<file path="config.mk">
export PLATFORM = sky130hd
export DESIGN_NAME = imm_gen_pipe
export DESIGN_NICKNAME = d
export VERILOG_FILES = /design/src/rtl/imm_gen_pipe.sv
export SDC_FILE = /design/constraint.sdc
export NUM_CORES = 1
export LEC_CHECK = 0
export BUFFER_PORTS_ARGS = -buffer_cell sky130_fd_sc_hd__buf_2
export CORE_ASPECT_RATIO = 0.8
export CORE_UTILIZATION = 40
export DETAILED_ROUTE_END_ITERATION = 12
export SLEW_MARGIN = 20
export SYNTH_ARGS = -nofsm -noshare
export SYNTH_HDL_FRONTEND = slang
export SYNTH_SLANG_ARGS = --single-unit
</file>
<file path="constraint.sdc">
create_clock -name clk_i -period 15.8 [get_ports clk_i]
set_input_delay 0.79 -clock clk_i [delete_from_list [all_inputs] [get_ports clk_i]]
set_output_delay 0.79 -clock clk_i [all_outputs]
set_load 0.02 [all_outputs]
</file>
<file path="src/rtl/imm_gen_pipe.sv">
// imm_gen_pipe: registered immediate generator for the RV32I ID stage.
// Decodes the instruction format from the opcode, sign-extends the
// immediate to XLEN and computes the PC-relative target (pc+offset for
// B/J, pc+4 otherwise). Results leave through a valid/ready stage built
// from a two-entry FIFO (head + skid) with flush support.
//
// Ports:
//   clk_i, rst_i        clock, asynchronous active-high reset
//   flush_i             drop both entries and any same-cycle push
//   in_valid_i/in_ready_o, inst_i, pc_i            upstream handshake
//   out_valid_o/out_ready_i, inst_o, pc_o, imm_o,
//   fmt_o, target_o, illegal_o                     downstream head entry
module imm_gen_pipe #(
  parameter int unsigned XLEN        = 32,
  parameter int unsigned PC_W        = 32,
  parameter int unsigned BYTE_OFFSET = 1
) (
  input  logic            clk_i,
  input  logic            rst_i,
  input  logic            flush_i,
  input  logic            in_valid_i,
  output logic            in_ready_o,
  input  logic [31:0]     inst_i,
  input  logic [PC_W-1:0] pc_i,
  output logic            out_valid_o,
  input  logic            out_ready_i,
  output logic [31:0]     inst_o,
  output logic [PC_W-1:0] pc_o,
  output logic [XLEN-1:0] imm_o,
  output logic [2:0]      fmt_o,
  output logic [PC_W-1:0] target_o,
  output logic            illegal_o
);

  typedef enum logic [2:0] {
    FMT_R   = 3'd0,
    FMT_I   = 3'd1,
    FMT_S   = 3'd2,
    FMT_B   = 3'd3,
    FMT_U   = 3'd4,
    FMT_J   = 3'd5,
    FMT_ILL = 3'd7
  } fmt_e;

  typedef struct packed {
    logic [31:0]     inst;
    logic [PC_W-1:0] pc;
    logic [XLEN-1:0] imm;
    logic [2:0]      fmt;
    logic [PC_W-1:0] target;
    logic            illegal;
  } entry_t;

  // ---------------- combinational decode ----------------
  // Every immediate fits in 32 bits before extension, so it is built as a
  // 32-bit two's-complement value and then sign-extended/truncated with
  // signed size casts to XLEN and PC_W.
  logic [31:0]     imm32;
  logic [PC_W-1:0] offset;
  fmt_e            fmt_d;
  entry_t          new_e;

  always_comb begin
    imm32 = '0;
    fmt_d = FMT_ILL;
    unique case (inst_i[6:0])
      7'b0000011, 7'b0010011, 7'b1100111: begin
        fmt_d = FMT_I;
        imm32 = {{20{inst_i[31]}}, inst_i[31:20]};
      end
      7'b0100011: begin
        fmt_d = FMT_S;
        imm32 = {{20{inst_i[31]}}, inst_i[31:25], inst_i[11:7]};
      end
      7'b1100011: begin
        fmt_d = FMT_B;
        if (BYTE_OFFSET != 0)
          imm32 = {{19{inst_i[31]}}, inst_i[31], inst_i[7], inst_i[30:25],
                   inst_i[11:8], 1'b0};
        else
          imm32 = {{20{inst_i[31]}}, inst_i[31], inst_i[7], inst_i[30:25],
                   inst_i[11:8]};
      end
      7'b0110111, 7'b0010111: begin
        fmt_d = FMT_U;
        imm32 = {inst_i[31:12], 12'b0};
      end
      7'b1101111: begin
        fmt_d = FMT_J;
        if (BYTE_OFFSET != 0)
          imm32 = {{11{inst_i[31]}}, inst_i[31], inst_i[19:12], inst_i[20],
                   inst_i[30:21], 1'b0};
        else
          imm32 = {{12{inst_i[31]}}, inst_i[31], inst_i[19:12], inst_i[20],
                   inst_i[30:21]};
      end
      7'b0110011: begin
        fmt_d = FMT_R;
        imm32 = '0;
      end
      default: begin
        fmt_d = FMT_ILL;
        imm32 = '0;
      end
    endcase

    // Legacy form holds half-word units; restore the byte offset here.
    if (BYTE_OFFSET != 0)
      offset = PC_W'($signed(imm32));
    else
      offset = PC_W'($signed({imm32, 1'b0}));

    new_e.inst    = inst_i;
    new_e.pc      = pc_i;
    new_e.imm     = XLEN'($signed(imm32));
    new_e.fmt     = fmt_d;
    new_e.illegal = (fmt_d == FMT_ILL);
    if (fmt_d == FMT_B || fmt_d == FMT_J)
      new_e.target = pc_i + offset;
    else
      new_e.target = pc_i + PC_W'(4);
  end

  // ---------------- two-entry FIFO ----------------
  entry_t head_q, skid_q;
  logic   head_v_q, skid_v_q, rdy_q;
  logic   push, pop;
  logic   head_v_n, skid_v_n;
  logic   head_ld_new, head_ld_skid, skid_ld_new;

  assign push = in_valid_i & rdy_q;
  assign pop  = head_v_q & out_ready_i;

  // Pop is resolved first so a same-cycle push sees the post-pop occupancy
  // and lands in whichever slot keeps FIFO order.
  always_comb begin
    head_v_n     = head_v_q;
    skid_v_n     = skid_v_q;
    head_ld_new  = 1'b0;
    head_ld_skid = 1'b0;
    skid_ld_new  = 1'b0;
    if (flush_i) begin
      head_v_n = 1'b0;
      skid_v_n = 1'b0;
    end else begin
      if (pop) begin
        if (skid_v_q) begin
          head_ld_skid = 1'b1;
          head_v_n     = 1'b1;
          skid_v_n     = 1'b0;
        end else begin
          head_v_n = 1'b0;
        end
      end
      if (push) begin
        if (!head_v_n) begin
          head_ld_new = 1'b1;
          head_v_n    = 1'b1;
        end else begin
          skid_ld_new = 1'b1;
          skid_v_n    = 1'b1;
        end
      end
    end
  end

  always_ff @(posedge clk_i or posedge rst_i) begin
    if (rst_i) begin
      head_q   <= '0;
      skid_q   <= '0;
      head_v_q <= 1'b0;
      skid_v_q <= 1'b0;
      rdy_q    <= 1'b1;
    end else begin
      head_v_q <= head_v_n;
      skid_v_q <= skid_v_n;
      rdy_q    <= !skid_v_n;
      if (head_ld_new)
        head_q <= new_e;
      else if (head_ld_skid)
        head_q <= skid_q;
      if (skid_ld_new)
        skid_q <= new_e;
    end
  end

  assign in_ready_o  = rdy_q;
  assign out_valid_o = head_v_q;
  assign inst_o      = head_q.inst;
  assign pc_o        = head_q.pc;
  assign imm_o       = head_q.imm;
  assign fmt_o       = head_q.fmt;
  assign target_o    = head_q.target;
  assign illegal_o   = head_q.illegal;

endmodule

</file>
### Word-level counts from Yosys, hierarchy flattened

Index checks and enable logic that the tools add are counted.

| word-level totals | value |
|---|---|
| register bits | 267 |

| cells by class | value |
|---|---|
| $add $sub $neg | 2 |
| reductions and logical operators | 5 |
| bitwise operators | 2 |
| equal/unequal tests | 12 |
| mux-type cells | 22 |

Operator list:

| cell | number |
|---|---|
| 132-bit 2-to-1 mux | 2 |
| 32-bit one-hot mux with 5 select lines | 1 |
| 32-bit by 3-bit adder with 32-bit output (second input constant) | 1 |
| 32-bit adder | 1 |
| 32-bit 2-to-1 mux | 1 |
| 7-bit by 6-bit == test with 1-bit output (second input constant) | 3 |
| 7-bit == test (second input constant) | 3 |
| 3-bit one-hot mux with 6 select lines | 1 |
| 1-bit 2-to-1 mux | 17 |
| 7-bit by 5-bit == test with 1-bit output (second input constant) | 2 |
| 7-bit by 2-bit == test with 1-bit output (second input constant) | 1 |
| 3-bit == test (second input constant) | 2 |
| 3-bit by 2-bit == test with 1-bit output (second input constant) | 1 |
| 3-bit OR reduction | 1 |
| 1-bit bitwise AND | 2 |
| 2-bit nonzero test | 1 |
| 2-bit OR reduction | 1 |
| 1-bit logical NOT | 1 |
| 1-bit logical OR | 1 |

### Logic depth before layout (Yosys ltp)

Gate-level depths: netlist of the first run.

| logic depth | value |
|---|---|
| word-level depth | 7 |
| gate-level depth with buffers | 19 |

### Worst setup path before layout of the first run

No wires, ideal clock.

| path | value |
|---|---|
| kind | in2reg |
| start | in inst_i[2] |
| end | reg head_q, in the netlist target_o[31] |
| path slack | 11451 ps |
| cell stages on the path | 19 |
| data arrival time | 4229 ps |
| required time | 15680 ps |
| cells stage by stage | buf_6 and4b_1 o211a_2 or2_1 clkbuf_1 and2_1 buf_2 a21oi_1 inv_1 ha_1 clkbuf_1 a21o_1 a21o_1 a21oi_1 a211oi_1 or4_4 o211ai_2 mux2i_1 nor2_1 |

| on the way | value |
|---|---|
| elaborated cells between the ends (all ways) | 19 |
| those cells by class | add/sub (1); eq/ne (11); mux (4); reduce/logical (3) |

RTL lines:

| item | line | RTL |
|---|---|---|
| start: declaration | 23 | `input logic [31:0] inst_i,` |
| 7-bit by 2-bit == test with 1-bit output (tied with other cells) | 66 | `unique case (inst_i[6:0])` |
| 3-bit OR reduction / 2-bit OR reduction (equally long branches) | 66 |  |
| 32-bit one-hot mux with 5 select lines * | 66 |  |
| named net imm32[24] | 58 | `logic [31:0] imm32;` |
| 32-bit adder * | 119 | `new_e.target = pc_i + offset;` |
| 32-bit 2-to-1 mux * | 118 | `if (fmt_d == FMT_B \|\| fmt_d == FMT_J)` |
| 132-bit 2-to-1 mux * | 178 | `if (head_ld_new)` |
| end signal: assignment | 179 | `head_q <= new_e;` |
| end signal: assignment | 181 | `head_q <= skid_q;` |
| end: declaration | 125 | `entry_t head_q, skid_q;` |

The timed path passes the listed nets; every way through them passes the cells marked *.
A chain may end at the register's enable or synchronous reset.

### Worst setup path in the final report of the first run

| path | value |
|---|---|
| start | in inst_i[6] |
| end | reg head_q, in the netlist target_o[31] |

The elaborated chain is that of the path after synthesis.

==> results of run 1 <==
-- area by class of cell --
type                    instances  area (um2)
fillers                      3275       17780
flip-flops and latches        267        6683
multi-input cells            1158        6579
repair buffers                214        1101
clock buffers                  46       869.6
well taps                     434       543.0
inverters                      42       165.2
clock inverters                 6       65.06
-- stage by stage --
step,setup slack [ns],cells,total power [W]
floorplan,7.658,1560,0.001096
global placement,11.19,2115,0.001225
detailed placement,11.06,2115,0.001233
CTS,11.66,2167,0.001913
global route,11.32,2167,0.001990
finish,11.56,2167,0.001892
-- metal layers --
layer  track usage (%)  wire length [um]  up-vias
met5                 0                25        -
met3             4.924              2589       50
met1             33.64             19560     5770
met2             39.74             19820      333
li1                  -                 -     5702
met4             4.763               740        4
-- state kept, by name, summed over array words and instances (netlist names), 3 cells and up --
| signal | cells |
|---|---|
| skid_q | 132 |
| imm_o | 32 |
| inst_o | 32 |
| pc_o | 32 |
| target_o | 32 |
| fmt_o | 3 |
-- Yosys cell counts (9+ instances only) --
| library cell | n |
|---|---|
| nand2_1 | 425 |
| dfrtp_1 | 266 |
| o21ai_0 | 123 |
| a21oi_1 | 87 |
| a22oi_1 | 87 |
| clkbuf_1 | 74 |
| nor2_1 | 62 |
| mux2i_1 | 44 |
| inv_1 | 42 |
| xnor2_1 | 35 |
| o21ai_1 | 33 |
| ha_1 | 32 |
| a211oi_1 | 22 |
| nand3_1 | 20 |
| nor2b_1 | 20 |
| a21o_1 | 17 |
| xor2_1 | 14 |
| and2_1 | 12 |
| and3_1 | 12 |
| buf_1 | 10 |
| mux2_2 | 9 |
| nand4_1 | 9 |
| nor3_1 | 9 |
-- cells by family (layout without fill, tap and decap cells) --
group	count (synthesis)	count (layout)	share of synthesized area [%]
multiplexers	53	53	3.937
flip-flops	267	267	48.56
AND/OR/NAND/NOR	601	601	18.47
buffers and inverters	135	308	3.855
AO/OA/AOI/OAI	422	422	19.01
XOR/XNOR	49	49	3.118
adder cells (fa/ha/maj)	33	33	3.055
-- report_power, final --
part	internal, W	switching [W]	total (W)	leakage, nW
Combinational	0.000123	0.000231	0.000355	4.03
Sequential	0.000802	0.0000633	0.000865	3.40
Clock	0.000392	0.000281	0.000672	0.457
Total	0.00132	0.000575	0.00189	7.88
-- worst reg2reg max path: cells and delay by family, from the launching register on --
| family | cells | cell delay [ns] |
|---|---|---|
| mux | 1 | 0.54 |
| flops | 1 | 0.35 |
| simple gates | 2 | 0.90 |
| compound gates | 2 | 0.21 |
| buf+inv | 2 | 1.23 |
-- how the worst min path moves through the flow --
stage | depth (start not counted) | start | end
2_1_floorplan | 2 | skid_q[100] | skid_q[100]
3_3_place_gp | 2 | pc_o[26] | pc_o[26]
3_5_place_dp | 2 | pc_o[24] | pc_o[24]
4_1_cts | 2 | flush_i | out_valid_o
5_1_grt | 2 | flush_i | out_valid_o
6_report | 2 | rst_i | skid_q[107]
==> metrics, run 1 <==
status complete, no violations; Clock transition at path regs 0.06 ns; Num CTS Buffers 29; Rel. slew slack 28.24%; Die ar. 0.03516 mm2; Fin Setup TNS 0 ns; IO buf count 202; Critical Path AT 4.69 ns; hold_buf cts 0; final setup vio count 0; Initial Util 40.74%; Total GRT Usage 24.35%; clock sink count 267; R2R setup slack 12.43 ns; remaining antenna violation count 0; actual slew at the worst max-slew pin 1.076 ns; Post-synth ARST share 100.0%; Yosys top cell area share 48.37%; unrepaired setup endpoints after global routing false; fmax 236.0 MHz; family with the most delay on the worst path simple AND/OR/NAND/NOR gates; CP Launch Point inst_i[6]; Final Core Density 47.38%; DR WL/cell 19.72 um; Residual DRC 0; CP Data Required Time 16.25 ns; chip width 209.4 um; global route overflow 0; core area 0.03378 mm2; critical path endpoint target_o[31]; drt initial violations 1008; fin. max-slew vios 0; worst-skew pair later-pin latency 0.56 ns; DR vias/cell 5.473; die height 167.9 um; Seq/Total Area, Yosys 48.56%; CTS tree yes; hpwl dp 29080 um; cells after synthesis 1560; max incr delay on CP 0.44 ns; Leakage 7.884 nW; Hold WS 0.3807 ns; post-synthesis area per instance 8.822 um2; Crit. path cell count 16; Max H-tree Level 1; I/O Pins 203; Reg-to-Reg Start skid_v_q; first-pass iteration count of the detailed router 5; Period Utilization, post-route 26.82%; critical path class input port to flip-flop; CTS resizes 0; Startpoint Class input port; layout overhead on the synthesized area 16.30%; pin count of the biggest net entering global routing 131; # rows 60; most frequent cells in the layout 425 x nand2_1, 266 x dfrtp_1, 202 x buf_2; Layout Nets 1814; Root Driver clkbuf_16; vias in the first global route 11554; max-cap violations 0; routability cong. 0.8897; Cell Area, Placed 0.01507 mm2; initial antenna violation count 2; cells on worst reg2reg path 7; VDD IR max 83.04 uV; fraction of layout cells with a size suffix above 1 16.33%; dominant cell type by area after synthesis dfrtp_1; Top cell by count, worst path a21oi_1; Crit Reg-Reg Endpoint target_o[26]; Critical Path Fanout Max 15; CTS Buffer Depth 3; number of flops mapped to enable cells by yosys 0; pwr/cell area 118.2 mW/mm2; vias 11859; ys flop type dfrtp_1; first-pass GRT wire length 67290 um; final WL 42740 um; Buffers & Inverters on Critical Path 2; CP max-delay cell or4_4; Post-CTS Repair Setup Buffers 0; most common cell after layout, fill and taps aside nand2_1; crit-path cells buf_2 -> and4b_1 -> o211a_2 -> or2_1 -> and2_1 -> a21oi_1 -> inv_1 -> ha_1 -> a21oi_1 -> nand2_1 -> a21oi_1 -> a211oi_1 -> or4_4 -> o211ai_2 -> mux2i_1 -> nor2_1; library cells used by synthesis 64; final clock skew 0.01050 ns; Post-Layout Inst Area 0.01601 mm2; HP Class input port to async pin; Inserted Diodes 0; CP Capture Type flip-flop; final worst path period need 4.238 ns; post-synthesis cell area 0.01376 mm2; Net Count, Synth 1662; Ys Warns 0; register bit total from synthesis 267; Area contributors post-synth dfrtp_1 48%, nand2_1 12%, a22oi_1 4.7%; Final Hold Vio Count 0
No activity file was read; power rests on OpenSTA's default activity.
==> run 2: changes to the inputs <==
- ABC_AREA: not set -> 1
- clock period: 15.8 -> 4.2 ns (I/O delays scaled with it)
==> run 2 against run 1 <==
Power grew to 4.2 times the previous value; clock power grew to 4.1 times the previous value; routed wire length is 18% higher; cell count is 27% higher; clock skew is 0.013 ns higher; combinational power grew to 4.9 times the previous value; synthesized cell count is 29% higher; setup slack worse by 11 ns; cell area is 13% higher; critical path type unchanged.
==> metrics, run 2 <==
die height 174.7 um (was 167.9 um); CP Capture Type flip-flop (unchanged); first-pass iteration count of the detailed router 5 (unchanged); crit-path cells dlygate4sd3_1 -> buf_2 -> nand2_1 -> inv_1 -> nand2_1 -> o21ai_2 -> inv_2 -> o21ai_0 -> ha_1 -> inv_1 -> fa_1 -> inv_1 -> nand3_1 -> nand2_1 -> nand3_1 -> nand3_1 -> nand2_1 -> nand2_1 -> nand2_1 -> nand3_1 -> nand3_1 -> nand2_1 -> inv_1 (was buf_2 -> and4b_1 -> o211a_2 -> or2_1 -> and2_1 -> a21oi_1 -> inv_1 -> ha_1 -> a21oi_1 -> nand2_1 -> a21oi_1 -> a211oi_1 -> or4_4 -> o211ai_2 -> mux2i_1 -> nor2_1); CP max-delay cell dlygate4sd3_1 (was or4_4); Total GRT Usage 26.67% (was 24.35%); chip width 217.9 um (was 209.4 um); status complete, no violations (unchanged); vias in the first global route 13482 (was 11554); Root Driver clkbuf_16 (unchanged); Rel. slew slack 28.78% (was 28.24%); DR WL/cell 18.28 um (was 19.72 um); HP Class input port to flip-flop (was input port to async pin); global route overflow 0 (unchanged); Max H-tree Level 1 (unchanged); remaining antenna violation count 0 (unchanged); max incr delay on CP 0.54 ns (was 0.44 ns); clock sink count 267 (unchanged); dominant cell type by area after synthesis dfrtp_1 (unchanged); CTS resizes 0 (unchanged); cells after synthesis 2015 (was 1560); worst-skew pair later-pin latency 0.58 ns (was 0.56 ns); Leakage 9.334 nW (was 7.884 nW); Residual DRC 0 (unchanged); Yosys top cell area share 44.65% (was 48.37%); Die ar. 0.03805 mm2 (was 0.03516 mm2); post-synthesis cell area 0.01491 mm2 (was 0.01376 mm2); max-cap violations 0 (unchanged); Post-synth ARST share 100.0% (unchanged); Top cell by count, worst path nand2_1 (was a21oi_1); CP Data Required Time 4.68 ns (was 16.25 ns); Num CTS Buffers 30 (was 29); # rows 62 (was 60); final clock skew 0.02385 ns (was 0.01050 ns); vias 14128 (was 11859); final worst path period need 3.749 ns; Fin Setup TNS 0 ns (unchanged); Cell Area, Placed 0.01636 mm2 (was 0.01507 mm2); Final Core Density 49.63% (was 47.38%); unrepaired setup endpoints after global routing false (unchanged); CTS Buffer Depth 3 (unchanged); post-synthesis area per instance 7.399 um2 (was 8.822 um2); Layout Nets 2347 (was 1814); first-pass GRT wire length 78330 um (was 67290 um); pin count of the biggest net entering global routing 122 (was 131); most frequent cells in the layout 664 x nand2_1, 298 x inv_1, 266 x dfrtp_1 (was 425 x nand2_1, 266 x dfrtp_1, 202 x buf_2); most common cell after layout, fill and taps aside nand2_1 (unchanged); Period Utilization, post-route 89.27%; IO buf count 202 (unchanged); most flop-heavy register skid_q (unchanged); final setup vio count 0 (unchanged); final WL 50260 um (was 42740 um); fraction of layout cells with a size suffix above 1 14.28% (was 16.33%); most common cell in the netlist nand2_1 (unchanged); Net Count, Synth 2117 (was 1662); I/O Pins 203 (unchanged); Final Hold Vio Count 0 (unchanged); initial antenna violation count 0 (was 2); CTS tree yes (unchanged); fmax 266.7 MHz; layout overhead on the synthesized area 20.85% (was 16.30%); Post-Layout Inst Area 0.01802 mm2 (was 0.01601 mm2); synth cell count leaders 665 x nand2_1, 300 x inv_1, 266 x dfrtp_1, 168 x o21ai_0, 112 x nor2_1 (was 425 x nand2_1, 266 x dfrtp_1, 123 x o21ai_0, 87 x a21oi_1, 87 x a22oi_1); number of flops mapped to enable cells by yosys 0 (unchanged); Seq/Total Area, Yosys 44.82% (was 48.56%); family with the most delay on the worst path simple AND/OR/NAND/NOR gates (unchanged); critical path class input port to flip-flop (unchanged); Initial Util 41.07% (was 40.74%); fin. max-slew vios 0 (unchanged); hpwl dp 36380 um (was 29080 um); DR vias/cell 5.139 (was 5.473); max FFs per register 132 (unchanged); Critical Path Fanout Max 4 (was 15); Buffers & Inverters on Critical Path 7 (was 2); ys flop type dfrtp_1 (unchanged); Ys Warns 0 (unchanged); Critical Path AT 4.23 ns (was 4.69 ns); Inserted Diodes 0 (unchanged); pwr/cell area 437.6 mW/mm2 (was 118.2 mW/mm2); register bit total from synthesis 267 (unchanged); VDD IR max 293.1 uV (was 83.04 uV); actual slew at the worst max-slew pin 1.068 ns (was 1.076 ns); Clock transition at path regs 0.06 ns (about the same); library cells used by synthesis 48 (was 64); routability cong. 0.9066 (was 0.8897); core area 0.03630 mm2 (was 0.03378 mm2); Area contributors post-synth dfrtp_1 45%, nand2_1 17%, inv_1 7.6% (was dfrtp_1 48%, nand2_1 12%, a22oi_1 4.7%); Startpoint Class input port (unchanged); drt initial violations 1505 (was 1008)
## run 2: cell types whose count changed after synthesis, sizes merged, moves of 57 or more
cell | previous run | this run
inv | 42 | 307
nand2 | 425 | 674
nand3 | 20 | 108
nor2 | 62 | 119
o211ai | 7 | 83
a22oi | 87 | 4
## run 2: stage by stage
stage	hold WS (ns)	power, W	instances	setup WS, ns
after floorplan	0.2731	0.004498	2015	0.4653
after global placement	0.1867	0.005072	2631	0.5433
after detailed placement	0.1855	0.005122	2631	0.5027
after CTS	0.0004015	0.007944	2749	0.5665
after global routing	0.02053	0.008325	2749	0.1869
final	0.02414	0.007884	2749	0.4509
## run 2: power by group
group	leakage [nW]	internal, W	switching, W
Clock	0.512	0.00164	0.00111
Sequential	3.28	0.00314	0.000253
Combinational	5.54	0.000595	0.00115
## run 2: final cells by class
cell class / count / area, um2
fill: 3592 / 18290
tap: 480 / 600.6
clock inverter: 12 / 156.4
inverter: 307 / 1159
multi-input combinational: 1356 / 6711
clock buffer: 44 / 883.3
sequential: 267 / 6683
timing repair buffer: 283 / 1824
## run 2: repair_timing
| item | CTS | global route |
|---|---|---|
| hold buffers | 62 | 0 |
| endpoints found under the hold margin | 102 | 0 |
| buffers inserted | 0 | 0 |
## run 2: routing by layer
metal / wire length, um / share of wire [%] / GRT usage (%)
met5: 0 / 0 / 0
met4: 1000 / 2.0 / 6.031
met3: 3578 / 7.1 / 5.587
met2: 20910 / 42 / 38.07
met1: 24770 / 49 / 40.89
## run 2: final timing paths
check,slack (ns),to,cells after the start,startpoint
hold / removal,0.02,skid_q[77],3,pc_i[9]
max in group asynchronous,3.06,imm_o[25],4,rst_i
setup / recovery,0.45,target_o[20],23,inst_i[0]
hold reg to reg,0.48,target_o[19],2,target_o[19]
min in group asynchronous,0.13,inst_o[0],3,rst_i
setup reg to reg,1.59,imm_o[9],8,in_ready_o
## run 2: worst reg2reg max path: stages (launching register included)
cell	delay [ns]
dfstp_2	0.52
nand2_1	0.09
nor2_1	0.14
nand2_2	0.06
buf_4	0.28
inv_2	0.15
buf_4	0.81
nand2_1	0.30
o211ai_1	0.16
## run 2: logic make-up after synthesis
family	synth area share, %
XOR/XNOR	1.527
adder cells (fa/ha/maj)	2.820
AO/OA/AOI/OAI	14.29
AND/OR/NAND/NOR	26.03
multiplexers	0.2098
buffers and inverters	10.30
flip-flops	44.82
